`config.mk`:
```
export PLATFORM = sky130hd
export DESIGN_NAME = lin_interp
export DESIGN_NICKNAME = d
export VERILOG_FILES = /design/src/rtl/interp_pkg.sv /design/src/rtl/interp_step.sv /design/src/rtl/lin_interp.sv
export SDC_FILE = /design/constraint.sdc
export NUM_CORES = 1
export LEC_CHECK = 0
export ABC_AREA = 1
export CAP_MARGIN = 10
export CORE_ASPECT_RATIO = 0.75
export CORE_MARGIN = 3
export CORE_UTILIZATION = 45
export DETAILED_ROUTE_END_ITERATION = 10
export SYNTH_ARGS = -nofsm -noshare
export SYNTH_HDL_FRONTEND = slang
export SYNTH_HIERARCHICAL = 1
export SYNTH_SLANG_ARGS = --single-unit
```
`constraint.sdc`:
```
create_clock -name clock -period 17.2 [get_ports clock]
set_input_delay 2.58 -clock clock [delete_from_list [all_inputs] [get_ports clock]]
set_output_delay 2.58 -clock clock [all_outputs]
set_load 0.05 [all_outputs]
```
`src/rtl/interp_pkg.sv`:
```
// interp_pkg: shared defaults and elaboration/saturation helpers for the interpolator
package interp_pkg;
    localparam int W_DEF = 20;
    localparam int RATIO_DEF = 50;
    localparam int FRAC_DEF = 12;
    localparam int SH_DEF = 16;

    function automatic int recip(input int sh, input int ratio);
        return ((1 << sh) + ratio / 2) / ratio;
    endfunction

    function automatic logic signed [63:0] saturate(input logic signed [63:0] x, input int w);
        logic signed [63:0] hi;
        logic signed [63:0] lo;
        hi = (64'sd1 <<< (w - 1)) - 64'sd1;
        lo = -hi - 64'sd1;
        return x > hi ? hi : x < lo ? lo : x;
    endfunction
endpackage

```
`src/rtl/interp_step.sv`:
```
// interp_step: per-clock increment (v - v_prev) / RATIO using a fixed-point reciprocal
module interp_step #(
    parameter int AW = 34,
    parameter int SH = 16,
    parameter int RECIP = 1311
) (
    input  logic signed [AW-1:0] v,
    input  logic signed [AW-1:0] v_prev,
    output logic signed [AW-1:0] step
);
    localparam int PW = AW + SH + 2;

    logic signed [PW-1:0] diff;
    logic signed [PW-1:0] prod;

    assign diff = PW'(v) - PW'(v_prev);
    assign prod = diff * PW'(RECIP);
    assign step = AW'(prod >>> SH);
endmodule

```
`src/rtl/lin_interp.sv`:
```
// lin_interp: upsamples one input sample every RATIO clocks by linear ramp or zero-order hold
module lin_interp
    import interp_pkg::*;
#(
    parameter int W = W_DEF,
    parameter int RATIO = RATIO_DEF,
    parameter int FRAC = FRAC_DEF,
    parameter int SH = SH_DEF
) (
    input  logic         clock,
    input  logic         reset,
    input  logic         mode,
    input  logic         s_valid,
    input  logic [W-1:0] s_data,
    output logic         s_ready,
    output logic [W-1:0] y,
    output logic         underrun,
    input  logic         clr_underrun
);
    localparam int AW = W + FRAC + 2;
    localparam int PH_W = $clog2(RATIO);
    localparam int RECIP = recip(SH, RATIO);

    logic [PH_W-1:0] ph;
    logic signed [AW-1:0] v;
    logic signed [AW-1:0] v_prev;
    logic signed [AW-1:0] acc;
    logic signed [AW-1:0] step;
    logic mode_q;
    logic boundary;

    assign boundary = ph == PH_W'(RATIO - 1);
    assign s_ready = boundary && !reset;
    assign y = reset ? '0 : W'(saturate(64'(acc >>> FRAC), W));

    interp_step #(.AW(AW), .SH(SH), .RECIP(RECIP)) u_step (
        .v(v),
        .v_prev(v_prev),
        .step(step)
    );

    // phase counter, sample pair, accumulator and sticky underrun; segment restarts at each boundary
    always_ff @(posedge clock) begin
        if (reset) begin
            ph <= '0;
            v <= '0;
            v_prev <= '0;
            acc <= '0;
            mode_q <= 1'b0;
            underrun <= 1'b0;
        end else begin
            ph <= boundary ? '0 : ph + 1'b1;
            underrun <= clr_underrun ? 1'b0 : (boundary && !s_valid) ? 1'b1 : underrun;
            if (boundary) begin
                v_prev <= v;
                if (s_valid)
                    v <= AW'($signed(s_data)) <<< FRAC;
                acc <= v;
                mode_q <= mode;
            end else if (!mode_q) begin
                acc <= acc + step;
            end
        end
    end
endmodule

```
==> metrics.md <==
| Metric | Value |
|---|---|
| Max Cap Violations | `0` |
| Clock Skew | `0.00981 ns` |
| Clock root buffer | `clkbuf_16` |
| Core area | `about 0.036 mm²` |
| CTS tree | `built` |
| Wire per inst | `16.7 µm` |
| Endpoint class of the critical path | `register` |
| #FFs+latches synth | `82` |
| YS warnings | `6` |
| Mapped Avg Cell Area | `between 6 and 7 µm²` |
| Crit Path Max Fanout | `6` |
| Setup TNS Final | `0 ns` |
| Total CTS buffers | `9` |
| CTS clk-pin slew, worst paths | `0.08 ns` |
| Bufs on Longest Clock Path | `2` |
| DP HPWL | `about 45 mm` |
| WP data required | `17.42 ns` |
| Worst-skew pair later-pin latency | `between 0.3 and 0.4 ns` |
| Via Count | `15.8k` |
| Status | `complete, no violations` |
| Die Area | `around 0.040 mm²` |
| CTS Sinks | `82` |
| Gr usage total | `0.258` |
| Ratio of cells with drive above 1 in the final layout | `0.0495` |
| # rows | `60` |
| Fmax achieved | `approximately 0.12 GHz` |
| Sequential area share after synthesis | `0.0975` |
| Crit path DAT | `8.54 ns` |
| Most used cell, CP | `nand2_1` |
| Placer Congestion | `0.977` |
| Fin crit share | `0.484` |
| RSZ-0062 raised after global routing | `false` |
| First-pass DRT Iterations | `6` |
| Cells after synthesis | `2489` |
| Io pins | `47` |
| Vias in the first global route | `15.1k` |
| Routed vias/inst | `5.18` |
| Area Overhead vs Synth | `7.71%` |
| Routed WL | `50.9 mm` |
| First-pass GRT wire length | `roughly 82 mm` |
| Post-Syn Area | `approximately 0.017 mm²` |
| Worst-Margin Slew | `1.14 ns` |
| Ant diodes | `0` |
| PortBufs | `46` |
| Resize count post-CTS | `0` |
| Dpl cell area | `0.0178 mm²` |
| Gr ovfl total | `0` |
| Final ANT Viol Nets | `0` |
| Headroom to the max-slew limit | `0.237` |
| Hold Path Class | `reg2reg` |
| Iter 0 DRT Violations | `1435` |
| Final Critical Period | `between 8 and 9 ns` |
| Die Height | `174 µm` |
| Number of H-tree levels | `3` |
| Hold_buf cts | `0` |
| Post-CTS setup repair buffer count | `0` |
| Fin area | `0.0181 mm²` |
| Max-slew violations | `0` |
| Slowest CP cell | `xnor2_1` |
| Remaining DRCs | `0` |
| CP Launch Type | `register` |
| Critical path class | `reg2reg` |
| Final hold violations | `0` |
| Initial Util | `0.462` |
| Slowest cell delay on critical path | `0.55 ns` |
| Initial antenna violation count | `0` |
| Final net count | `2945` |
| Synth unique cells | `49` |
| Die Wd | `approximately 230 µm` |
| Setup violators final | `0` |
| Largest net degree at the start of global routing | `58` |
## sequential cells by signal, indices dropped and copies added (netlist names)
register	count
underrun	1
v	20
acc	34
v_prev	20
mode_q	1
ph	6
## cells by family after synthesis
group,Yosys count,synth area share
flops,82,0.0975
xor+xnor,63,0.0359
simple gates,988,0.250
other cells,2,0.000446
compound gates,392,0.131
buf+inv,585,0.135
fa+ha+maj,377,0.350
## worst max-delay path, delay by kind of cell, from the launching register on
family                     cells  cell delay (ns)
DFF                            1             0.33
buffers and inverters          5             0.45
AOI/OAI and AO/OA              8             1.71
xor gates and xnor gates       1             0.55
and+or+nand+nor               13             1.67
adders and majority gates      8             3.44
## cell usage in the layout (no fill, tap or decap), types with 45 or more instances in the layout
cell type / count
o21ai_0: 100
clkdlybuf4s50_1: 45
nand3_1: 93
nor2_1: 227
ha_1: 220
dfxtp_1: 82
a21oi_1: 188
nand2_1: 553
fa_1: 157
inv_1: 539
## layout make-up
| cell class | instances | area [µm²] |
|---|---|---|
| fill | 3771 | 18300 |
| multi-input combinational | 1847 | 13000 |
| inverter | 554 | 2080 |
| sequential | 82 | 1640 |
| tap | 496 | 621 |
| timing repair buffer | 49 | 478 |
| clock buffer | 9 | 225 |
| clock inverter | 7 | 73.8 |
## cells in the mapped netlist, drive strengths merged
cell type / count / area, µm²
conb: 2 / 7.51
and2: 1 / 6.26
o311ai: 2 / 17.5
a31oi: 5 / 31.3
xor2: 47 / 464
nand3b: 5 / 37.5
nor4: 3 / 18.8
dfxtp: 82 / 1640
clkbuf: 14 / 52.6
buf: 17 / 141
a21boi: 4 / 30.0
a211oi: 2 / 15.0
a21oi: 210 / 1140
fa: 157 / 3140
a21o: 8 / 60.1
o211ai: 3 / 22.5
nor3b: 1 / 7.51
o21bai: 13 / 97.6
o21a: 9 / 67.6
o21ai: 136 / 722
nor3: 24 / 156
nand2: 581 / 2270
nand3: 101 / 546
and3: 2 / 12.5
clkinv: 1 / 3.75
nor2: 238 / 953
inv: 553 / 2080
ha: 220 / 2750
nand4: 27 / 169
xnor2: 16 / 140
or2: 5 / 31.3
## metal layers
layer | up-vias | global-route usage | part of all wire | wire (µm)
met2 | 521 | 0.377 | 0.40 | 20500
met4 | 0 | 0.0230 | 0.0070 | 356
met1 | 7353 | 0.410 | 0.52 | 26400
li1 | 7856 | - | - | -
met3 | 31 | 0.0409 | 0.071 | 3600
met5 | - | 0 | 0 | 0
## worst paths after layout
kind,from,endpoint,slack [ns],cells past startpoint
worst min-delay path,v_prev[20]$_SDFFE_PP0P_,v_prev[20]$_SDFFE_PP0P_,0.47,2
worst min register to register,v_prev[20]$_SDFFE_PP0P_,v_prev[20]$_SDFFE_PP0P_,0.47,2
worst max register to register,v_prev[18]$_SDFFE_PP0P_,acc[19]$_SDFFE_PP0P_,8.88,35
worst max-delay path,v_prev[18]$_SDFFE_PP0P_,acc[19]$_SDFFE_PP0P_,8.88,35
## through the flow
step | hold slack [ns] | instances | setup slack (ns) | utilization
after floorplan | 0.440 | 2514 | 10.43 | -
after global placement | 0.450 | 3028 | 9.25 | 0.490
after detailed placement | 0.456 | 3028 | 9.09 | 0.490
after CTS | 0.467 | 3044 | 9.07 | 0.498
after global routing | 0.476 | 3044 | 8.37 | 0.498
final | 0.467 | 3044 | 8.88 | 0.498
Power is left out: the tool's default activity adds up to more than one toggle a clock period on the data nets, which glitch-free logic cannot reach.
